<file path="src/rtl/mdu_iter.sv">
// Iterative RV32M/RV64M multiply/divide: MUL_BITS multiplier bits or 1 quotient bit per cycle.
// valid/ready accept only when idle; one-cycle valid_o pulse, no output backpressure; flush_i kills the op.
module mdu_iter #(
  parameter int XLEN     = 32,
  parameter int MUL_BITS = 4
) (
  input  logic            clk_i,
  input  logic            rst_i,
  input  logic            flush_i,
  input  logic            valid_i,
  output logic            ready_o,
  input  logic [2:0]      op_i,
  input  logic [XLEN-1:0] a_i,
  input  logic [XLEN-1:0] b_i,
  output logic            valid_o,
  output logic [XLEN-1:0] result_o,
  output logic            busy_o
);
  localparam int MUL_CYC = XLEN / MUL_BITS;
  localparam int CW      = $clog2(XLEN) + 1;
  localparam logic [XLEN-1:0] MOST_NEG = {1'b1, {(XLEN-1){1'b0}}};

  typedef enum logic [1:0] {IDLE, MUL, DIV, DONE} state_t;

  state_t            state_q;
  logic [1:0]        op_q;
  logic              neg_q, neg_rem_q;
  logic [2*XLEN-1:0] mcand_q, acc_q, acc_nxt, prod;
  logic [XLEN-1:0]   mplier_q, divisor_q, rem_q, quo_q;
  logic [XLEN-1:0]   rem_nxt, quo_nxt, quo_fix, rem_fix;
  logic [XLEN:0]     trial, diff;
  logic [CW-1:0]     cnt_q;
  logic [XLEN-1:0]   stage_q, result_q;

  logic            is_div, a_sgn, b_sgn, a_neg, b_neg, accept, fast;
  logic [XLEN-1:0] a_mag, b_mag, fast_res;

  always_comb begin
    is_div   = op_i[2];
    a_sgn    = is_div ? !op_i[0] : (op_i[1:0] != 2'b11);
    b_sgn    = is_div ? !op_i[0] : !op_i[1];
    a_neg    = a_sgn & a_i[XLEN-1];
    b_neg    = b_sgn & b_i[XLEN-1];
    a_mag    = a_neg ? -a_i : a_i;
    b_mag    = b_neg ? -b_i : b_i;
    fast     = 1'b0;
    fast_res = '1;
    if (b_i == '0) begin
      fast     = 1'b1;
      fast_res = op_i[1] ? a_i : '1;
    end else if (!op_i[0] && a_i == MOST_NEG && b_i == '1) begin
      fast     = 1'b1;
      fast_res = op_i[1] ? '0 : a_i;
    end
    accept = valid_i && (state_q == IDLE) && !flush_i;
  end

  always_comb begin
    acc_nxt = acc_q + mcand_q * {{(2*XLEN-MUL_BITS){1'b0}}, mplier_q[MUL_BITS-1:0]};
    prod    = neg_q ? -acc_nxt : acc_nxt;
    // Restoring step: a borrow out of the trial subtract means keep the shifted remainder.
    trial   = {rem_q, quo_q[XLEN-1]};
    diff    = trial - {1'b0, divisor_q};
    rem_nxt = diff[XLEN] ? trial[XLEN-1:0] : diff[XLEN-1:0];
    quo_nxt = {quo_q[XLEN-2:0], !diff[XLEN]};
    quo_fix = neg_q ? -quo_nxt : quo_nxt;
    rem_fix = neg_rem_q ? -rem_nxt : rem_nxt;
  end

  assign ready_o  = (state_q == IDLE);
  assign busy_o   = !ready_o;
  assign valid_o  = (state_q == DONE) && !flush_i && !rst_i;
  assign result_o = valid_o ? stage_q : result_q;

  always_ff @(posedge clk_i) begin
    if (rst_i) begin
      state_q   <= IDLE;
      op_q      <= '0;
      neg_q     <= 1'b0;
      neg_rem_q <= 1'b0;
      mcand_q   <= '0;
      acc_q     <= '0;
      mplier_q  <= '0;
      divisor_q <= '0;
      rem_q     <= '0;
      quo_q     <= '0;
      cnt_q     <= '0;
      stage_q   <= '0;
      result_q  <= '0;
    end else if (flush_i && state_q != IDLE) begin
      state_q <= IDLE;
    end else begin
      case (state_q)
        IDLE: if (accept) begin
          op_q      <= op_i[1:0];
          neg_q     <= a_neg ^ b_neg;
          neg_rem_q <= a_neg;
          acc_q     <= '0;
          mcand_q   <= {{XLEN{1'b0}}, a_mag};
          mplier_q  <= b_mag;
          divisor_q <= b_mag;
          rem_q     <= '0;
          quo_q     <= a_mag;
          if (!is_div) begin
            state_q <= MUL;
            cnt_q   <= CW'(MUL_CYC - 1);
          end else if (fast) begin
            state_q <= DONE;
            stage_q <= fast_res;
          end else begin
            state_q <= DIV;
            cnt_q   <= CW'(XLEN - 1);
          end
        end
        MUL: begin
          acc_q    <= acc_nxt;
          mcand_q  <= mcand_q << MUL_BITS;
          mplier_q <= mplier_q >> MUL_BITS;
          cnt_q    <= cnt_q - CW'(1);
          if (cnt_q == '0) begin
            state_q <= DONE;
            stage_q <= (op_q == 2'b00) ? prod[XLEN-1:0] : prod[2*XLEN-1:XLEN];
          end
        end
        DIV: begin
          rem_q <= rem_nxt;
          quo_q <= quo_nxt;
          cnt_q <= cnt_q - CW'(1);
          if (cnt_q == '0) begin
            state_q <= DONE;
            stage_q <= op_q[1] ? rem_fix : quo_fix;
          end
        end
        DONE: begin
          result_q <= stage_q;
          state_q  <= IDLE;
        end
        default: state_q <= IDLE;
      endcase
    end
  end
endmodule
</file>
<file path="config.mk">
export PLATFORM = sky130hd
export DESIGN_NAME = mdu_iter
export DESIGN_NICKNAME = d
export VERILOG_FILES = /design/src/rtl/mdu_iter.sv
export SDC_FILE = /design/constraint.sdc
export NUM_CORES = 2
export LEC_CHECK = 0
export CAP_MARGIN = 10
export CORE_MARGIN = 2
export CORE_UTILIZATION = 30
export DETAILED_ROUTE_END_ITERATION = 8
export GPL_TIMING_DRIVEN = 0
export HOLD_SLACK_MARGIN = 0.05
export SLEW_MARGIN = 20
export SYNTH_ARGS = -nofsm -noshare
export SYNTH_HDL_FRONTEND = slang
export SYNTH_SLANG_ARGS = --single-unit
</file>
<file path="constraint.sdc">
create_clock -name clk_i -period 10.9 [get_ports clk_i]
set_clock_uncertainty 0.05 [all_clocks]
set_input_delay 1.09 -clock clk_i [delete_from_list [all_inputs] [get_ports clk_i]]
set_output_delay 1.09 -clock clk_i [all_outputs]
set_load 0.02 [all_outputs]
</file>
After elaboration in Yosys (flattened, before gate mapping)
Index checks and enable logic that the tools add are counted.
{ "totals": {"mem_count": 0, "in_bits": 71, "ff_bits": 332, "output_inout_bits": 35, "latchBits": 0, "mem_bits_ro": 0, "word_cells": 112, "mem_bits_rw": 0} }
{ "op_classes": {"div_mod_pow": 0, "reduce_logical": 31, "n_bitwise": 4, "n_addsub": 8, "n_mul": 1, "eq_ne": 13, "shifts": 0, "order_cmp": 0, "n_mux": 42} }
{ "op_table": {"columns": ["op", "n"], "rows": [
  ["2-to-1 mux 32 bit", 20],
  ["case mux 64 bit (2 select lines)", 2],
  ["2-to-1 mux 64 bit", 3],
  ["case mux 32 bit (2 select lines)", 3],
  ["negation 32 bit", 4],
  ["case mux 32 bit (3 select lines)", 1],
  ["adder 64 bit", 1],
  ["equality test 32 bit (second input constant)", 2],
  ["multiplier 64 x 4 -> 64 bit", 1],
  ["negation 64 bit", 1],
  ["subtractor 33 x 32 -> 33 bit", 1],
  ["logical NOT 32 bit", 1],
  ["2-to-1 mux 6 bit", 3],
  ["case mux 6 bit (2 select lines)", 1],
  ["AND reduction 3 bit", 3],
  ["inequality test 2 x 1 -> 1 bit (second input constant)", 4],
  ["nonzero test 2 bit", 4],
  ["logical AND 1 bit", 7],
  ["AND reduction 7 bit", 1],
  ["logical NOT 1 bit", 6],
  ["logical NOT 6 bit", 1],
  ["2-to-1 mux 2 bit", 3],
  ["inequality test 2 bit (second input constant)", 3],
  ["case mux 2 bit (3 select lines)", 1],
  ["other kinds (13)", 22]
]} }

Depth between registers and ports, before layout
{ "logic_depth": {"ltp_word": 9, "ltp_mapped": 27, "mapped_depth_nobuf": 24} }

Worst setup path after synthesis
Ideal clock, no wire load.
{ "synth_path": {"kind": "reg2reg", "from": "register mplier_q[3]", "to": "register stage_q[4]", "setup_slack_ns": 4.213, "t_required_ns": 10.747, "setup_ns": 0.103, "path_stages_with_launch": 25, "path_buffers": 5, "arrival_ns": 6.533, "period_less_slack_ns": 6.687, "cell_sequence": "dfxtp_1 -> clkbuf_1 -> clkbuf_1 -> nand2_1 -> fa_1 -> fa_1 -> fa_1 -> inv_1 -> ha_1 -> nor2b_4 -> o31a_1 -> buf_6 -> o2111a_2 -> or3_4 -> a21oi_4 -> nand4b_1 -> or4_1 -> buf_2 -> or3_1 -> buf_2 -> or4_4 -> nor2b_4 -> o32ai_2 -> a221oi_2 -> a2111oi_2"} }
{ "synth_between": {"elab_chain_cells": 7} }
{ "synth_rtl": {"columns": ["item", "line_no", "rtl"], "rows": [
  ["start, declared", "29", "logic [XLEN-1:0] mplier_q, divisor_q, rem_q, quo_q;"],
  ["start signal, assigned", "100", "mplier_q <= b_mag;"],
  ["start signal, assigned", "118", "mplier_q <= mplier_q >> MUL_BITS;"],
  ["multiplier 64 x 4 -> 64 bit (*)", "59", "acc_nxt = acc_q + mcand_q * {{(2*XLEN-MUL_BITS){1'b0}}, mplier_q[MUL_BITS-1:0]};"],
  ["adder 64 bit (*)", "59", null],
  ["negation 64 bit", "60", "prod = neg_q ? -acc_nxt : acc_nxt;"],
  ["2-to-1 mux 64 bit (*)", "60", null],
  ["2-to-1 mux 32 bit (*)", "122", "stage_q <= (op_q == 2'b00) ? prod[XLEN-1:0] : prod[2*XLEN-1:XLEN];"],
  ["2-to-1 mux 32 bit (*)", "120", "if (cnt_q == '0) begin"],
  ["case mux 32 bit (3 select lines) (*)", "93", "case (state_q)"],
  ["end signal, assigned", "109", "stage_q <= fast_res;"],
  ["end signal, assigned", "122", null],
  ["end signal, assigned", "131", "stage_q <= op_q[1] ? rem_fix : quo_fix;"],
  ["end, declared", "33", "logic [XLEN-1:0] stage_q, result_q;"]
]} }
Mark *: on every way between the ends. The rest lies on a longest branch, timed or not. The select of a mux whose other input is x is not followed.
A chain may end at the register's enable or synchronous reset.

Worst setup path in the final report
{ "layout_path": {"from": "register mplier_q[3]", "to": "register stage_q[8]"} }
Same word-level chain as after synthesis.

==> results.toml <==
[run_status]
status = "finished clean"

[detailed_routing]
drt_iter0_drc = 3576
viasPerCell = 5.78
routed_wirelength_mm = 148
route.vias.total = 34500
drcViolationCount = 0
drtAntennaViolNets = 0
first_pass_iters = 6
detail_route.wl_per_cell_um = 24.8

[layout]
nNetsFinal = 4899
drive_gt1_frac = 0.0392
final_cells = 5970
regArea_um2 = 6650
syn_to_final_growth_pct = 13.7
fin_util = 0.344
fill_cells = 11600
diodes = 0
multi_input_area_um2 = 23600

[critical_path]
crit_arrival_ns = 10.41
required_ns = 11.26
critPathSlowestCell = "a2111oi_1"
rr_endpoint = "stage_q[8]"
r2r_cells = 22
path_class = "flop to flop"
critical_path.max_stage_delay_ns = 0.99
start_kind = "flop"
r2r_start = "mplier_q[3]"
crit_path_start = "mplier_q[3]"
endpoint_kind = "flop"
r2r_slack_ns = 0.85
critPathCapture = "stage_q[8]"
crit_path_cell_trace = "clkbuf_1 -> clkbuf_1 -> and2_1 -> fa_1 -> fa_1 -> inv_1 -> fa_1 -> inv_1 -> ha_1 -> clkbuf_1 -> nand4_1 -> or3_1 -> nor3_1 -> or2_2 -> xnor2_1 -> o211ai_1 -> nor4b_1 -> nand3_1 -> a31oi_1 -> a2bb2oi_1 -> nand4_1 -> a2111oi_1"
crit_path_max_fanout = 10

[clock_tree]
clk_pin_slew_worst_paths_ns = 0.06
cts_setup_buffers = 0
clk_path_buf_depth = 3
htreeDepth = 2
cts_hold_buf = 0
cts_tree = "built"
cts-root-buf = "clkbuf_16"
cts_sinks = 332
cts_buffers = 44
cts.repair.resized = 0
clkLatencyLatePin_ns = 0.61

[grt]
antenna_found_initial = 7
grtUsageTotal = 0.258
grt.overflow.total = 0
grt_pass1_wl_mm = 216
grt_max_degree = 14
first_global_vias = 32900

[min_path]
min_path_type = "flop to flop"

[timing]
setup_tns_ns = 0
fin_crit_sh = 0.922
hold_slack_ns = 0.401
rsz0062_at_grt = "no"
worst_pin_slew_ns = 1.33
setup_violations = 0
hold_viol = 0
min_period_ns = 10.05
drv_slew = 0
max-slew-margin-rel = 0.113
fmax_ghz = 0.0995

[yosys]
yosysUniqueCellTypes = 90
ys_warn_count = 0
ys_seq_area_frac = 0.205
ys_seq_elements = 332
synth_edf_count = 0
avgSynthCellArea_um2 = 7.40
syn-num-nets = 4748
synth_area_um2 = 32400
ys_async_sr_fraction = 0
netlist_instances = 4382
synthFlopType = "dfxtp_1"

[placed_design]
port_buffers = 104
place.gp.congestion = 1.04
hpwl_mm = 121
post-place-cells = 5890

[power_and_ir_drop]
leakage_nw = 14.3
power_mw = 6.17
ir_drop_v = 0.000124
power_density_nw_per_um2 = 167

[floorplan]
die_area_um2 = 111000
design.core.area_um2 = 107000
initial_core_util = 0.303
ios = 106
die_x_um = 333
die_y_um = 333
rows = 120

[run]
drv_cap = 0
-- cells in the mapped netlist, types with 25 or more instances --
cell type / instances / area share
nor3_1: 91 / 0.014
clkbuf_1: 252 / 0.029
a31oi_1: 82 / 0.016
o21ai_0: 213 / 0.033
nand4_1: 51 / 0.0098
a221oi_1: 25 / 0.0068
and2_1: 261 / 0.050
xnor2_1: 115 / 0.031
or4_1: 30 / 0.0069
dfxtp_1: 332 / 0.21
nand2_1: 518 / 0.060
inv_1: 291 / 0.034
mux2_2: 36 / 0.013
nor2_1: 400 / 0.046
a21oi_1: 398 / 0.061
nand3_1: 155 / 0.024
mux2i_1: 59 / 0.018
xor2_1: 88 / 0.024
a211oi_1: 67 / 0.016
a21o_1: 46 / 0.011
ha_1: 112 / 0.043
or3_1: 37 / 0.0071
o211ai_1: 27 / 0.0063
nor4_1: 45 / 0.0087
fa_1: 183 / 0.11
o31ai_1: 66 / 0.015
o21a_1: 30 / 0.0069
-- critical path: cells and delay by family, from the launching register on --
kind	cells	cell delay (ns)
simple gates	8	3.56
fa+ha+maj	4	1.72
buf+inv	5	2.00
xor+xnor	1	0.29
flops	1	0.31
compound gates	4	1.89
-- placed cells by master (no fill, tap or decap), types with 16 or more instances in the layout --
master,n
clkbuf_16,44
ha_1,112
nand4_1,51
o211ai_1,27
and3_1,23
clkbuf_1,252
nand3_1,155
a221oi_1,25
clkdlybuf4s50_1,104
a21oi_1,398
a211oi_1,67
o31ai_1,66
a222oi_1,17
xor2_1,88
nand2_1,518
mux2_2,36
inv_1,291
buf_1,18
mux2i_1,59
and2_1,261
or3_1,37
nand2b_1,19
a31oi_1,82
nor4_1,43
xnor2_1,115
o21ai_0,213
o21a_1,30
nor3_1,89
a2111oi_0,20
or2_2,16
or4_1,30
dfxtp_1,332
nor2_1,400
fa_1,183
a21o_1,46
-- area by class of cell --
type,instances,area share
clock inverters,25,0.00958
repair buffers,105,0.0285
plain buffers,286,0.0299
inverters,291,0.0297
well taps,1403,0.0477
multi-input cells,3473,0.641
clock buffers,55,0.0335
flip-flops and latches,332,0.180
-- power breakdown --
group	total [mW]	internal, mW	switching (mW)
combinational	3.02	0.923	2.10
sequential	1.54	1.36	0.183
clock	1.60	0.972	0.627
total	6.17	3.26	2.91
-- cell families after synthesis --
| family | after synthesis | synth area share |
|---|---|---|
| compound gates | 1166 | 0.229 |
| xor+xnor | 203 | 0.0549 |
| fa+ha+maj | 295 | 0.156 |
| buf+inv | 577 | 0.0676 |
| flops | 332 | 0.205 |
| mux | 95 | 0.0307 |
| simple gates | 1714 | 0.256 |
-- routing by layer --
| layer | part of all wire | vias up | GRT usage |
|---|---|---|---|
| met3 | 0.073 | 385 | 0.0319 |
| met4 | 0.067 | 8 | 0.150 |
| met1 | 0.41 | 16800 | 0.330 |
| met2 | 0.45 | 1636 | 0.417 |
| met5 | 0.00039 | - | 0 |
| li1 | - | 15700 | - |
-- sequential cells by signal, summed over array words and instances (netlist names) --
name and count:
divisor_q 32, state_q 2, stage_q 32, quo_q 32, mplier_q 32, rem_q 32, acc_q 64, result_q 32
neg_rem_q 1, neg_q 1, mcand_q 64, op_q 2, cnt_q 6
-- worst min-delay path by stage --
| stage | start | cells after the start | slack (ns) | end |
|---|---|---|---|---|
| after CTS | mplier_q[17] | 2 | 0.40 | mplier_q[17] |
| after global routing | mplier_q[17] | 2 | 0.42 | mplier_q[17] |
| after detailed placement | mplier_q[17] | 2 | 0.39 | mplier_q[17] |
| after global placement | mplier_q[27] | 2 | 0.39 | mplier_q[27] |
| after floorplan | mplier_q[9] | 2 | 0.38 | mplier_q[9] |
| final | mplier_q[17] | 2 | 0.40 | mplier_q[17] |
-- stage by stage --
step,setup slack [ns],area (µm²)
final,0.847,36800
after global placement,0.940,35200
after global routing,0.688,36800
after floorplan,4.21,32400
after CTS,1.26,36800
after detailed placement,1.28,35200
No activity file was read; power rests on OpenSTA's default activity.
